===== config.mk =====
export PLATFORM = sky130hd
export DESIGN_NAME = request_scheduler
export DESIGN_NICKNAME = d
export VERILOG_FILES = /design/src/rtl/elevator_pkg.sv /design/src/rtl/button_debounce.sv /design/src/rtl/request_scheduler.sv
export SDC_FILE = /design/constraint.sdc
export NUM_CORES = 1
export LEC_CHECK = 0
export BUFFER_PORTS_ARGS = -buffer_cell sky130_fd_sc_hd__buf_4
export CORE_UTILIZATION = 46
export DETAILED_ROUTE_END_ITERATION = 8
export GPL_ROUTABILITY_DRIVEN = 1
export PLACE_DENSITY = 0.71
export SLEW_MARGIN = 20
export SYNTH_ARGS = -nofsm -noshare
export SYNTH_HDL_FRONTEND = slang
export SYNTH_SLANG_ARGS = --single-unit

===== constraint.sdc =====
create_clock -name CLK -period 2.8 [get_ports CLK]
set_input_delay 0.14 -clock CLK [delete_from_list [all_inputs] [get_ports CLK]]
set_output_delay 0.14 -clock CLK [all_outputs]
set_load 0.05 [all_outputs]

===== src/rtl/elevator_pkg.sv =====
// Shared elevator definitions: default floor count, SCAN direction and
// engine encodings, and a one-hot to index helper.
package elevator_pkg;

  localparam int DEFAULT_NUM_FLOORS = 3;

  // SCAN travel direction; the encoding doubles as the direction output bit.
  typedef enum logic {
    DIR_DOWN = 1'b0,
    DIR_UP   = 1'b1
  } dir_e;

  // Motor commands issued by the movement block.
  typedef enum logic [1:0] {
    ENG_STOP = 2'd0,
    ENG_UP   = 2'd1,
    ENG_DOWN = 2'd2
  } engine_e;

  // Index of the set bit of a one-hot vector (zero-extended to 32 bits).
  // The result is meaningless for inputs that are not one-hot.
  function automatic int onehot_to_idx(input logic [31:0] onehot);
    int idx;
    idx = 0;
    for (int i = 0; i < 32; i++) begin
      if (onehot[i]) idx = idx | i;
    end
    return idx;
  endfunction

endpackage


===== src/rtl/button_debounce.sv =====
// One push button: 2-flop synchronizer, stability counter and a one-cycle
// accept pulse per press. A press is accepted on the DEBOUNCE_CYCLES-th
// consecutive high sample; it re-arms only after DEBOUNCE_CYCLES low samples.
module button_debounce #(
  parameter int DEBOUNCE_CYCLES = 4
) (
  input  logic CLK,
  input  logic RST,
  input  logic i_raw,
  output logic o_accept
);

  localparam int CW = (DEBOUNCE_CYCLES > 1) ? $clog2(DEBOUNCE_CYCLES + 1) : 1;

  logic          r_sync0;
  logic          r_sync1;
  logic          r_level;   // debounced button level
  logic [CW-1:0] r_cnt;     // consecutive samples disagreeing with r_level
  logic          w_last_sample;

  // The current sample is the one that completes the stable run.
  assign w_last_sample = (r_cnt == CW'(DEBOUNCE_CYCLES - 1));

  // Pulse combinationally so the request is latched on the accepting edge.
  assign o_accept = r_sync1 & ~r_level & w_last_sample;

  // Synchronize the raw input and track how long it has disagreed with the
  // debounced level; any agreeing sample restarts the run.
  always_ff @(posedge CLK) begin
    if (RST) begin
      r_sync0 <= 1'b0;
      r_sync1 <= 1'b0;
      r_level <= 1'b0;
      r_cnt   <= '0;
    end else begin
      r_sync0 <= i_raw;
      r_sync1 <= r_sync0;
      if (r_sync1 != r_level) begin
        if (w_last_sample) begin
          r_level <= r_sync1;
          r_cnt   <= '0;
        end else begin
          r_cnt <= r_cnt + CW'(1);
        end
      end else begin
        r_cnt <= '0;
      end
    end
  end

endmodule


===== src/rtl/request_scheduler.sv =====
// Latches debounced cabin/landing requests, clears them when the doors open
// at the requested floor, and picks the next target with a SCAN policy.
module request_scheduler
  import elevator_pkg::*;
#(
  parameter int NUM_FLOORS      = DEFAULT_NUM_FLOORS,
  parameter int DEBOUNCE_CYCLES = 4
) (
  input  logic                  CLK,
  input  logic                  RST,
  input  logic [NUM_FLOORS-1:0] interior_panel,
  input  logic [NUM_FLOORS-1:0] exterior_panel,
  input  logic [NUM_FLOORS-1:0] current_floor,
  input  logic [NUM_FLOORS-1:0] doors,
  output logic [NUM_FLOORS-1:0] pending,
  output logic [NUM_FLOORS-1:0] target_floor,
  output logic                  target_valid,
  output logic                  direction
);

  logic [NUM_FLOORS-1:0] w_acc_int;
  logic [NUM_FLOORS-1:0] w_acc_ext;
  logic [NUM_FLOORS-1:0] w_set;

  logic [NUM_FLOORS-1:0] r_pending;
  logic [NUM_FLOORS-1:0] r_target;
  logic                  r_valid;
  dir_e                  r_dir;

  logic                  w_at_floor;
  int                    w_cf;
  logic                  w_here;
  logic [NUM_FLOORS-1:0] w_lo_above;
  logic [NUM_FLOORS-1:0] w_hi_below;

  // One debouncer per cabin button and per landing button.
  generate
    for (genvar gi = 0; gi < NUM_FLOORS; gi++) begin : g_btn
      button_debounce #(.DEBOUNCE_CYCLES(DEBOUNCE_CYCLES)) u_int (
        .CLK      (CLK),
        .RST      (RST),
        .i_raw    (interior_panel[gi]),
        .o_accept (w_acc_int[gi])
      );
      button_debounce #(.DEBOUNCE_CYCLES(DEBOUNCE_CYCLES)) u_ext (
        .CLK      (CLK),
        .RST      (RST),
        .i_raw    (exterior_panel[gi]),
        .o_accept (w_acc_ext[gi])
      );
    end
  endgenerate

  assign w_set = w_acc_int | w_acc_ext;

  // Latch requests; open doors clear a floor and absorb a simultaneous press.
  always_ff @(posedge CLK) begin
    if (RST) begin
      r_pending <= '0;
    end else begin
      r_pending <= (r_pending | w_set) & ~doors;
    end
  end

  assign w_at_floor = $onehot(current_floor);
  assign w_cf       = onehot_to_idx(32'(current_floor));
  // A request at this floor that is not already being served.
  assign w_here     = |(r_pending & current_floor & ~doors);

  // Nearest pending floor above and below the current floor, one-hot.
  always_comb begin
    w_lo_above = '0;
    w_hi_below = '0;
    for (int i = NUM_FLOORS - 1; i >= 0; i--) begin
      if (r_pending[i] && (i > w_cf)) begin
        w_lo_above    = '0;
        w_lo_above[i] = 1'b1;
      end
    end
    for (int i = 0; i < NUM_FLOORS; i++) begin
      if (r_pending[i] && (i < w_cf)) begin
        w_hi_below    = '0;
        w_hi_below[i] = 1'b1;
      end
    end
  end

  // SCAN direction FSM with registered target; everything holds between floors.
  always_ff @(posedge CLK) begin
    if (RST) begin
      r_target <= '0;
      r_valid  <= 1'b0;
      r_dir    <= DIR_UP;
    end else if (w_at_floor) begin
      if (r_pending == '0) begin
        r_target <= '0;
        r_valid  <= 1'b0;
      end else if (w_here) begin
        r_target <= current_floor;
        r_valid  <= 1'b1;
      end else begin
        case (r_dir)
          DIR_UP: begin
            if (w_lo_above != '0) begin
              r_target <= w_lo_above;
              r_valid  <= 1'b1;
            end else if (w_hi_below != '0) begin
              r_dir    <= DIR_DOWN;
              r_target <= w_hi_below;
              r_valid  <= 1'b1;
            end else begin
              // Only this floor is pending and it is being served right now.
              r_target <= '0;
              r_valid  <= 1'b0;
            end
          end
          default: begin
            if (w_hi_below != '0) begin
              r_target <= w_hi_below;
              r_valid  <= 1'b1;
            end else if (w_lo_above != '0) begin
              r_dir    <= DIR_UP;
              r_target <= w_lo_above;
              r_valid  <= 1'b1;
            end else begin
              r_target <= '0;
              r_valid  <= 1'b0;
            end
          end
        endcase
      end
    end
  end

  assign pending      = r_pending;
  assign target_floor = r_target;
  assign target_valid = r_valid;
  assign direction    = r_dir;

endmodule


# ---- Yosys cells after proc, flatten, opt, wreduce, memory -nomap -nowiden
# Index checks and enable logic that the tools add are counted.
dict set report word_totals {
  out_inout_bits 8
  elab_cells 136
  reg_bits 44
  in_bits 14
}
dict set report classes {
  magnitude_cmp 6
  bitwise_logic 32
  add_sub_neg 8
  reduce_logical 23
  mux 26
  eq_ne 13
}
# operator n
set ops {}
lappend ops {{2-to-1 mux 3 bit} 12}
lappend ops {{> comparator 1 x 32 -> 1 bit (first input constant)} 1}
lappend ops {{> comparator 2 x 32 -> 1 bit (first input constant)} 1}
lappend ops {{> comparator 3 x 32 -> 1 bit (first input constant)} 1}
lappend ops {{less-than comparator 1 x 32 -> 1 bit (first input constant)} 1}
lappend ops {{less-than comparator 2 x 32 -> 1 bit (first input constant)} 1}
lappend ops {{less-than comparator 3 x 32 -> 1 bit (first input constant)} 1}
lappend ops {{OR reduction 3 bit} 7}
lappend ops {{adder 3 x 1 -> 3 bit (second input constant)} 6}
lappend ops {{equality test 3 x 2 -> 1 bit (second input constant)} 6}
lappend ops {{NOT 1 bit} 14}
lappend ops {{2-to-1 mux 1 bit} 13}
lappend ops {{AND 1 bit} 12}
lappend ops {{AND reduction 2 bit} 6}
lappend ops {{AND 3 bit} 3}
lappend ops {{logical AND 1 bit} 6}
lappend ops {{!= test 1 bit} 6}
lappend ops {{bitwise OR 3 bit} 2}
lappend ops {{nonzero test 3 bit} 2}
lappend ops {{zero test 3 bit} 1}
lappend ops {{NOT 3 bit} 1}
lappend ops {{AND reduction 3 bit} 1}
lappend ops {{adder 1 x 1 -> 2 bit} 1}
lappend ops {{adder 2 x 1 -> 2 bit} 1}
lappend ops {{2 further kinds} 2}

# ---- Longest topological paths before layout
# Gate-level depths: netlist of run 1.
dict set report depth {
  ltp_word 13
  depth_mapped 8
  mapped_depth_nobuf 7
}

# ---- Hierarchy
# A second synthesis of run 1 with hierarchy kept.
dict set report unflattened {
  hier_cells 188
  hier_area_um2 2089.5
}
# mod n_inst seq_area_each_um2 cells_per_inst area_per_inst_um2
set by_module_without_submodules {}
lappend by_module_without_submodules {button_debounce 6 120.1 20 246.5}
lappend by_module_without_submodules {request_scheduler 1 160.2 68 610.6}

# ---- Least setup slack after synthesis of run 1
# No wires, ideal clock.
dict set report synth_timing {
  path_type {input-to-reg}
  from {input port current_floor[2]}
  to {register r_dir (netlist: direction)}
  path_stages 8
  t_arrival_ns 1.553
  setup_ns 0.114
  t_required_ns 2.686
  path_buffers 1
  slack_ns 1.133
  cell_sequence {buf_4 > inv_1 > fa_1 > nor2b_1 > o31ai_2 > o31ai_1 > nand2_1 > a21o_1}
}
dict set report synth_between {
  elab_chain_cells 10
  elab_cells_between_ends 33
  classes_between {add/sub: 1; order compare: 6; eq/ne: 1; mux: 12; bitwise: 3; reduce/logical: 10}
}
# item line
set synth_rtl {}
lappend synth_rtl {{start, declared} request_scheduler.sv:13} ;# input logic [NUM_FLOORS-1:0] current_floor,
lappend synth_rtl {{2-to-1 mux 2 bit} elevator_pkg.sv:26} ;# if (onehot[i]) idx = idx | i;
lappend synth_rtl {{> comparator 3 x 32 -> 1 bit / less-than comparator 1 x 32 -> 1 bit (equally long branches)} {request_scheduler.sv:75, request_scheduler.sv:81}}
lappend synth_rtl {{logical AND 1 bit (on tied branches)} {request_scheduler.sv:75, request_scheduler.sv:81}}
lappend synth_rtl {{2-to-1 mux 3 bit / 2-to-1 mux 1 bit (equally long branches)} {request_scheduler.sv:75, request_scheduler.sv:81}}
lappend synth_rtl {{2-to-1 mux 3 bit (on tied branches) (2 in a row)} {request_scheduler.sv:75, request_scheduler.sv:81}}
lappend synth_rtl {{nonzero test 3 bit (on tied branches)} n/a}
lappend synth_rtl {{2-to-1 mux 1 bit (on tied branches)} {request_scheduler.sv:121, request_scheduler.sv:107}}
lappend synth_rtl {{2-to-1 mux 1 bit (on tied branches)} {request_scheduler.sv:118, request_scheduler.sv:104}}
lappend synth_rtl {{2-to-1 mux 1 bit} request_scheduler.sv:102} ;# case (r_dir)
lappend synth_rtl {{end signal, assigned} request_scheduler.sv:93} ;# r_dir <= DIR_UP;
lappend synth_rtl {{end signal, assigned} request_scheduler.sv:108} ;# r_dir <= DIR_DOWN;
lappend synth_rtl {{end signal, assigned} request_scheduler.sv:122} ;# r_dir <= DIR_UP;
lappend synth_rtl {{end, declared} request_scheduler.sv:28} ;# dir_e r_dir;
# Several ways; a longest one is shown, not always the timed one.
# A chain may end at the register's enable or synchronous reset.

# ---- Worst setup path in the final report of run 1
dict set report layout_timing {
  from {register r_pending[2] (netlist: pending[2])}
  to {register r_target[1] (netlist: target_floor[1])}
}
dict set report layout_between {
  elab_chain_cells 10
  elab_cells_between_ends 19
  classes_between {mux: 11; bitwise: 2; reduce/logical: 6}
}
# item line
set layout_rtl {}
lappend layout_rtl {{start, declared} request_scheduler.sv:25} ;# logic [NUM_FLOORS-1:0] r_pending;
lappend layout_rtl {{start signal, assigned} request_scheduler.sv:61} ;# r_pending <= (r_pending | w_set) & ~doors;
lappend layout_rtl {{logical AND 1 bit} request_scheduler.sv:75} ;# if (r_pending[i] && (i > w_cf)) begin
lappend layout_rtl {{2-to-1 mux 3 bit (3 in a row)} request_scheduler.sv:75}
lappend layout_rtl {{nonzero test 3 bit} {request_scheduler.sv:104, request_scheduler.sv:121}}
lappend layout_rtl {{2-to-1 mux 3 bit} request_scheduler.sv:121} ;# end else if (w_lo_above != '0) begin
lappend layout_rtl {{2-to-1 mux 3 bit} request_scheduler.sv:118} ;# if (w_hi_below != '0) begin
lappend layout_rtl {{2-to-1 mux 3 bit} request_scheduler.sv:102}
lappend layout_rtl {{2-to-1 mux 3 bit} request_scheduler.sv:98} ;# end else if (w_here) begin
lappend layout_rtl {{2-to-1 mux 3 bit (*)} request_scheduler.sv:95} ;# if (r_pending == '0) begin
lappend layout_rtl {{end signal, assigned} request_scheduler.sv:99} ;# r_target <= current_floor;
lappend layout_rtl {{end signal, assigned} request_scheduler.sv:105} ;# r_target <= w_lo_above;
lappend layout_rtl {{end signal, assigned} request_scheduler.sv:119} ;# r_target <= w_hi_below;
lappend layout_rtl {{end, declared} request_scheduler.sv:26} ;# logic [NUM_FLOORS-1:0] r_target;
# Mark *: on every way between the ends. The rest lies on a longest branch, timed or not.

==> results.yml, run 1 <==
floorplan:
  die_w_um: 65.8
  die_area_sq_um: 4330
  coreArea_sq_um: 3770
  die_h_um: 65.8
  io_pins: 22
  start_util: 0.496
  rows: 22
routing:
  viasPerCell: 5.25
  vias: 1365
  drc: 0
  ant_nets: 0
  wl_per_cell_um: 11.5
  drtIter0Drc: 117
  wl_mm: 3.00
  firstDrtPassIters: 4
synthesis:
  seq_area_frac_synth: 0.471
  synth_fa_ha_area_frac: 0.131
  yosys-top-cells-area: "dfxtp_1, ha_1, nor2b_1"
  post-synth-top-count-cell: "dfxtp_1"
  ys_seq_elements: 44
  synth-edff-count: 0
  yosys_warnings: 0
  synthFlopType: "dfxtp_1"
  syn_avg_cell_area_sq_um: 9.84
  synthMuxAreaShare: 0.00602
  synth_cells: 190
  synth_cell_types: 33
  yosys.area.top_type_share: 0.471
  yosys.area.top_type: "dfxtp_1"
  synth_xor_area_frac: 0
  syn-cell-area_sq_um: 1870
  post_synth_most_frequent_cells: "dfxtp_1, inv_1, ha_1"
  syn-num-nets: 223
  synth_async_sr_flop_share: 0
  synth_compound_gate_area_share: 0.138
  synth_top_family_by_area: "simple AND/OR/NAND/NOR gates"
  synth-simple-area-share: 0.185
cts:
  post-cts-setup-buffer-count: 0
  numCtsBuffers: 5
  insertion_delay_ns: 0.30
  cts_root_buf: "clkbuf_8"
  cts.sinks: 44
  clockBufferDepth: 2
  cts_tree: "built"
  h-tree-depth: 2
  hold_buffers: 0
  clk_pin_slew_ns: 0.08
  post_cts_resized: 0
cells_and_area:
  area.growth.synth_to_final_pct: 14.0
  antenna-diode-count: 0
  final_util: 0.566
  layout-drive-gt1-share: 0.156
  nNetsFinal: 244
sta:
  final-setup-viol-count: 0
  rsz0062_at_grt: "no"
  slew-limit-headroom: 0.705
  timing.final.crit_share: 0.544
  period_minus_slack_ns: 1.52
  hold_viol_final: 0
  clock_skew_ns: 0.00710
  fmaxAchievable_ghz: 0.657
  tightest_slew_ns: 0.440
  drv_slew: 0
  whs_ns: 0.0169
  fin_tns_setup_ns: 0
setup_path:
  critPathLaunchType: "flop"
  cp-endpoint: "target_floor[1]"
  crit_fanout: 10
  r2r-end: "target_floor[1]"
  crit_required_ns: 3.04
  startpoint: "pending[2]"
  ff2ff_path_depth: 5
  r2r_start: "pending[2]"
  cp-end-kind: "flop"
  ff2ff_setup_slack_ns: 1.28
  crit_arrival_ns: 1.76
  path_class: "reg2reg"
status:
  status: "finished clean"
place:
  port_buffers: 21
  hpwl_mm: 2.11
  routabilityCongestion: 0.831
grt:
  grt_pass1_wl_mm: 5.12
  antenna_found_initial: 0
  track_usage: 0.158
  grt_pass1_vias: 1202
  grt_overflow_total: 0
  grt_max_degree: 45
power_and_ir_drop:
  power_density_nw_per_um2: 521
  p_leak_nw: 0.886
  ir_worst_vdd_mv: 0.312
flow_run:
  maxCapViolCount: 0
min_path:
  hold_path.class: "in2reg"
routing by layer:
layer,GRT usage,wire [um]
met1,0.183,1410
met2,0.256,1350
met3,0.0603,162
met4,0.0734,72
met5,0,0
sequential cells by signal (all words and copies together), names as in the netlist:
register	flops
g_btn.u_int.r_sync0	3
g_btn.u_int.r_level	3
g_btn.u_ext.r_sync0	3
target_valid	1
g_btn.u_ext.r_level	3
g_btn.u_int.r_sync1	3
direction	1
g_btn.u_ext.r_cnt	9
target_floor	3
pending	3
g_btn.u_int.r_cnt	9
g_btn.u_ext.r_sync1	3
layout make-up:
| type | instances | area, sq um |
|---|---|---|
| fill | 347 | 1640 |
| sequential | 44 | 881 |
| multi-input combinational | 118 | 862 |
| timing repair buffer | 21 | 158 |
| clock buffer | 7 | 86.3 |
| inverter | 21 | 78.8 |
| tap | 48 | 60.1 |
| clock inverter | 1 | 7.51 |
critical path, cell delays in order, from the launching register on:
cell	delay, ns
dfxtp_1	0.55
nand2_2	0.13
o22ai_1	0.21
mux2_1	0.36
a2bb2oi_1	0.15
nor2_1	0.07
placed cells by master, fill, tap and decap left out:
master / netlist / layout
o31ai_1: 2 / 2
a21o_1: 3 / 3
a2bb2oi_1: 1 / 1
nor3_1: 4 / 4
clkinvlp_4: 0 / 1
clkbuf_8: 0 / 6
nor2_2: 1 / 1
o21ai_0: 4 / 4
a22oi_1: 1 / 1
fa_1: 1 / 1
a22o_1: 1 / 1
buf_4: 2 / 21
nand2_2: 2 / 2
o31ai_2: 1 / 1
dfxtp_1: 44 / 44
o21ai_1: 1 / 1
a31oi_1: 6 / 6
nor4b_1: 6 / 6
nand3_1: 1 / 1
clkbuf_1: 3 / 1
o221ai_4: 1 / 1
nor4_1: 12 / 12
a21oi_1: 11 / 11
nor2b_1: 15 / 15
nand2_1: 8 / 8
ha_1: 18 / 18
nor2_1: 10 / 10
a221oi_1: 3 / 3
o22ai_1: 1 / 1
inv_1: 21 / 21
nand3b_1: 1 / 1
mux2_1: 1 / 1
nand2b_1: 1 / 1
o21a_1: 1 / 1
where the power goes:
group	internal, W	total [W]	switching [W]
clock network	0.000200	0.000412	0.000212
logic	0.0000276	0.0000603	0.0000326
registers	0.000636	0.000640	0.00000393
per-stage QoR:
step	cell area, sq um	cells	power [W]	setup WS, ns
final	2130	260	0.00111	1.28
after CTS	2130	260	0.00112	1.27
after detailed placement	2040	252	0.000715	1.01
after global placement	2040	252	0.000714	1.05
after floorplan	1870	190	0.000693	1.13
after global routing	2130	260	0.00117	1.19
how the worst min path moves through the flow:
| stage | start | endpoint | cells past startpoint |
|---|---|---|---|
| 2_1_floorplan | doors[0] | pending[0] | 1 |
| 3_3_place_gp | doors[1] | pending[1] | 2 |
| 3_5_place_dp | doors[1] | pending[1] | 2 |
| 4_1_cts | doors[1] | pending[1] | 2 |
| 5_1_grt | doors[1] | pending[1] | 2 |
| 6_report | doors[1] | pending[1] | 2 |
kinds of logic (layout without fill, tap and decap cells):
| kind of cell | Yosys count | in the layout |
|---|---|---|
| AOI/OAI and AO/OA | 37 | 37 |
| adders and majority gates | 19 | 19 |
| DFF | 44 | 44 |
| muxes | 1 | 1 |
| and+or+nand+nor | 61 | 61 |
| buffers and inverters | 28 | 50 |
No activity file was read; power rests on OpenSTA's default activity.
==> inputs of run 2 (changes only) <==
--- a/config.mk
+++ b/config.mk
@@ -9,7 +9,7 @@
 export CORE_UTILIZATION = 46
 export DETAILED_ROUTE_END_ITERATION = 8
 export GPL_ROUTABILITY_DRIVEN = 1
-export PLACE_DENSITY = 0.71
+export PLACE_DENSITY = 0.74
 export SLEW_MARGIN = 20
 export SYNTH_ARGS = -nofsm -noshare
 export SYNTH_HDL_FRONTEND = slang
==> constraint.sdc (replaced) <==
create_clock -name CLK -period 1.3 [get_ports CLK]
set_input_delay 0.065 -clock CLK [delete_from_list [all_inputs] [get_ports CLK]]
set_output_delay 0.065 -clock CLK [all_outputs]
set_load 0.05 [all_outputs]
==> run 2 against run 1 <==
Net effect:
- largest power group unchanged
- setup slack worse by 1.3 ns
- sequential share of layout area down 3.3 points
- clock-buffer cell count unchanged
- highest routed layer unchanged
- largest cell class is now multi-input gates
==> results.yml, run 2 (synthesized netlist as in run 1, its figures left out) <==
grt:
  use_met2: 0.272
  use_met1: 0.197
  antenna_found_initial: 0
  grt_overflow_total: 0
  track_usage: 0.169
  grt_max_degree: 26
  grt_util_met3: 0.0603
  grt.busiest_layer: "met2"
  grt_pass1_wl_mm: 5.52
  grt_pass1_vias: 1320
setup_path:
  ff2ff_path_depth: 5
  path_cells: "buf_4 > inv_1 > fa_1 > nor2b_2 > o31ai_2 > o31ai_2 > nand2_1 > a21o_1"
  path_class: "in2reg"
  max_stage_delay_ns: 0.52
  cp-end-kind: "flop"
  crit_required_ns: 1.50
  crit_fanout: 3
  critPathLaunchType: "primary input"
  worst_path_max_delay_cell: "fa_1"
  crit_path_frequent_cell: "o31ai_2"
  crit_arrival_ns: 1.48
floorplan:
  rows: 22
  io_pins: 22
  die_area_sq_um: 4330
  start_util: 0.496
  coreArea_sq_um: 3770
  die_h_um: 65.8
  die_w_um: 65.8
routing:
  vias: 1470
  firstDrtPassIters: 4
  wl_mm: 3.23
  ant_nets: 0
  drtIter0Drc: 108
  viasPerCell: 5.25
  drc: 0
  wl_per_cell_um: 11.5
sta:
  fmaxAchievable_ghz: 0.781
  final-setup-viol-count: 0
  rsz0062_at_grt: "yes"
  period_minus_slack_ns: 1.28
  slew-limit-headroom: 0.770
  clock_skew_ns: 0.00911
  drv_slew: 0
  timing.final.crit_share: 0.985
  hold_viol_final: 0
  tightest_slew_ns: 0.343
power_and_ir_drop:
  combPwrFrac: 0.074
  p_leak_nw: 0.985
  switching_share: 0.217
  ir_worst_vdd_mv: 0.730
  intPower_w: 0.00183
  power_density_nw_per_um2: 1000
  clkPwrFrac: 0.339
  power.switching_w: 0.000508
  pwr-share-seq: 0.587
cells_and_area:
  nNetsFinal: 264
  fillers: 305
  layout-drive-gt1-share: 0.246
  final_cell_area_sq_um: 2340
  multi_input_area_sq_um: 898
  reg_top3: "g_btn.u_ext.r_cnt (9), g_btn.u_int.r_cnt (9)"
  mostFrequentLayoutCell: "dfxtp_1"
  seq_area_sq_um: 890
  antenna-diode-count: 0
  final_cell_mix: "dfxtp_1, buf_4, inv_1"
  area.growth.synth_to_final_pct: 25.2
  stdcell_count: 280
place:
  placed_cell_area_sq_um: 2130
  dp.cells: 262
  port_buffers: 21
  routabilityCongestion: 0.828
  hpwl_mm: 2.19
cts:
  clk_pin_slew_ns: 0.08
  cts.sinks: 44
  insertion_delay_ns: 0.29
  clockBufferDepth: 2
  cts_root_buf: "clkbuf_8"
  numCtsBuffers: 5
  h-tree-depth: 2
  cts_tree: "built"
min_path:
  whs_path_depth: 2
  hold_path.class: "in2reg"
status:
  status: "finished clean"
flow_run:
  maxCapViolCount: 0
-- run 2: cell count changes in the layout (fill, tap and decap cells not counted), sizes merged --
cell,change
clkinv,+1
buf,+11
dlygate4sd3,+9
clkinvlp,-1
-- run 2: path summary, 6_finish.rpt --
path                       endpoint  slack [ns]                    from
min                 target_floor[1]        0.12                     RST
max                       direction        0.02        current_floor[1]
min reg2reg  g_btn[0].u_ext.r_sync1        0.43  g_btn[0].u_ext.r_sync0
max reg2reg               direction        0.03              pending[2]
-- run 2: stage by stage --
stage	power (W)	utilization	hold slack [ns]	setup slack (ns)	setup TNS, ns
6_report	0.00234	0.621	0.118	0.0195	0
5_1_grt	0.00247	0.621	0.121	-0.0413	-0.142
4_1_cts	0.00237	0.610	0.109	0.00241	0
3_5_place_dp	0.00155	0.564	0.255	-0.292	-0.954
3_3_place_gp	0.00155	0.564	0.255	-0.222	-0.767
2_1_floorplan	0.00149	-	0.134	-0.182	-0.289
-- run 2: power by group through the flow --
stage | registers (W) | clock network, W | logic, W
2_1_floorplan | 0.00140 | 0 | 0.0000890
3_3_place_gp | 0.00140 | 0 | 0.000145
3_5_place_dp | 0.00141 | 0 | 0.000146
4_1_cts | 0.00137 | 0.000830 | 0.000171
5_1_grt | 0.00138 | 0.000898 | 0.000193
6_report | 0.00137 | 0.000794 | 0.000174
-- run 2: cell type report --
cell class | instances | area share
well taps | 48 | 0.0257
clock buffers | 7 | 0.0326
multi-input cells | 118 | 0.384
inverters | 21 | 0.0347
clock inverters | 1 | 0.00214
flip-flops and latches | 44 | 0.380
repair buffers | 41 | 0.141
-- run 2: routing by layer --
metal / wire length (um) / vias up
met1: 1430 / 672
met5: 0 / -
met2: 1530 / 43
met3: 167 / 9
li1: - / 746
met4: 108 / 0
-- run 2: worst max-delay path: cells and delay by family --
kind / cells / cell delay, ns
and+or+nand+nor: 2 / 0.24
buffers and inverters: 2 / 0.14
adders and majority gates: 1 / 0.52
AOI/OAI and AO/OA: 3 / 0.51
-- run 2: timing repair --
| item | in CTS | in global routing |
|---|---|---|
| resized for setup | 1 | 9 |
| setup buffers | 0 | 1 |
| pin swaps | 1 | 2 |
| hold buffers | 9 | 0 |
| hold endpoints to repair | 9 | 0 |
| setup endpoints to repair | 1 | 7 |
==> inputs of run 3 (changes only) <==
--- a/config.mk
+++ b/config.mk
@@ -9,7 +9,7 @@
 export CORE_UTILIZATION = 46
 export DETAILED_ROUTE_END_ITERATION = 8
 export GPL_ROUTABILITY_DRIVEN = 1
-export PLACE_DENSITY = 0.74
+export PLACE_DENSITY_LB_ADDON = 0.3
 export SLEW_MARGIN = 20
 export SYNTH_ARGS = -nofsm -noshare
 export SYNTH_HDL_FRONTEND = slang
==> run 3 against run 2 <==
Net effect:
- routed wire length increased by 2.5%
- clock skew decreased by 0.0019 ns
- design area increased by 2.1%
- sequential power about the same
- global-route usage increased by 0.40 points
- clock-buffer cell count decreased by 2
- maximum frequency increased by 0.29%
- combinational power about the same
- die area unchanged
- critical endpoint unchanged
- register-to-register slack about the same
==> results.yml, run 3 (synthesized netlist as in run 1, its figures left out) <==
setup_path:
  ff2ff_path_depth: 5
  critPathLaunchType: "flop"
  r2r-end: "direction"
  path_class: "reg2reg"
  ff2ff_setup_slack_ns: 0.02
  startpoint: "pending[1]"
  crit_fanout: 8
  crit_required_ns: 1.50
  r2r_start: "pending[1]"
  crit_arrival_ns: 1.48
  cp-end-kind: "flop"
power_and_ir_drop:
  ir_worst_vdd_mv: 0.660
  power_density_nw_per_um2: 993
  p_total_w: 0.00237
  p_leak_nw: 1.01
floorplan:
  die_area_sq_um: 4330
  coreArea_sq_um: 3770
  start_util: 0.496
  die_h_um: 65.8
  io_pins: 22
  die_w_um: 65.8
  rows: 22
min_path:
  hold_path.class: "in2reg"
  hold_end: "pending[1]"
  whs_path_depth: 2
  hp-start: "doors[1]"
routing:
  drtIter0Drc: 53
  ant_nets: 0
  wl_per_cell_um: 11.8
  vias: 1435
  drc: 0
  viasPerCell: 5.11
  wl_mm: 3.31
  firstDrtPassIters: 4
cts:
  cts_root_buf: "clkbuf_8"
  clk_pin_slew_ns: 0.08
  clockBufferDepth: 2
  cts.sinks: 44
  insertion_delay_ns: 0.30
  cts_tree: "built"
  h-tree-depth: 2
  numCtsBuffers: 5
sta:
  tightest_slew_ns: 0.282
  drv_slew: 0
  fmaxAchievable_ghz: 0.783
  slew-limit-headroom: 0.812
  clock_skew_ns: 0.00716
  timing.final.crit_share: 0.982
  rsz0062_at_grt: "yes"
  final-setup-viol-count: 0
  period_minus_slack_ns: 1.28
  fin_tns_setup_ns: 0
  whs_ns: 0.0943
  hold_viol_final: 0
place:
  routabilityCongestion: 0.830
  port_buffers: 21
  hpwl_mm: 2.29
grt:
  grt_pass1_wl_mm: 5.58
  track_usage: 0.173
  grt_max_degree: 30
  grt_pass1_vias: 1344
  antenna_found_initial: 0
  grt_overflow_total: 0
flow_run:
  maxCapViolCount: 0
cells_and_area:
  final_util: 0.634
  antenna-diode-count: 0
  mostFrequentLayoutCell: "dfxtp_1"
  area.growth.synth_to_final_pct: 27.8
  final_cell_mix: "dfxtp_1, buf_4, inv_1"
  layout-drive-gt1-share: 0.258
  nNetsFinal: 265
  reg_top3: "g_btn.u_ext.r_cnt (9), g_btn.u_int.r_cnt (9)"
status:
  status: "finished clean"
==> run 3: cell types whose count changed in the layout (fill, tap and decap cells not counted), sizes merged <==
cell          previous run  this run
clkbuf                   7         5
clkinv                   1         3
buf                     32        33
dlygate4sd3              9         8
dlymetal6s4s             0         1
==> run 3: critical path: stages, from the launching register on <==
cell,delay [ns]
dfxtp_4,0.38
nor2b_1,0.13
o21a_1,0.20
o31ai_1,0.24
nand2_1,0.08
a21o_1,0.15
==> run 3: stage by stage <==
| step | instances | area [sq um] | setup WS (ns) |
|---|---|---|---|
| after detailed placement | 264 | 2150 | -0.264 |
| after global placement | 264 | 2150 | -0.234 |
| final | 281 | 2390 | 0.0232 |
| after floorplan | 190 | 1890 | -0.182 |
| after global routing | 281 | 2390 | -0.0406 |
| after CTS | 281 | 2340 | 0.00669 |
==> run 3: report_power, final <==
group          leakage, nW  switching [W]  internal [W]
logic                0.606      0.0000848     0.0000913
clock network       0.0479       0.000452      0.000374
registers            0.360     0.00000926       0.00136
total                 1.01       0.000546       0.00183
==> run 3: repair_timing <==
action / CTS / global route
gates resized for setup: 2 / 13
setup buffers: 0 / 1
hold endpoints to repair: 9 / 0
hold buffers: 9 / 0
endpoints found under the setup margin: 1 / 9
pin swaps: 0 / 4
==> run 3: cell type report <==
| type | instances | area [sq um] |
|---|---|---|
| Clock inverter | 3 | 18.8 |
| Fill cell | 322 | 1380 |
| Timing Repair Buffer | 42 | 353 |
| Inverter | 21 | 81.3 |
| Sequential cell | 44 | 892 |
| Multi-Input combinational cell | 118 | 917 |
| Tap cell | 48 | 60.1 |
| Clock buffer | 5 | 68.8 |
==> run 3: worst max path at each step <==
stage / end / slack, ns
floorplan: direction / -0.18
global placement: direction / -0.23
detailed placement: direction / -0.26
CTS: direction / 0.007
global route: pending[1] / -0.04
finish: direction / 0.02
==> run 3: layer usage <==
layer  global-route usage  part of all wire  wire length, um  vias up
met2                0.293              0.48             1600       35
met3               0.0534             0.046              154        6
met1                0.193              0.45             1490      646
met5                    0                 0                0        -
li1                     -                 -                -      748
met4               0.0897             0.021               71        0
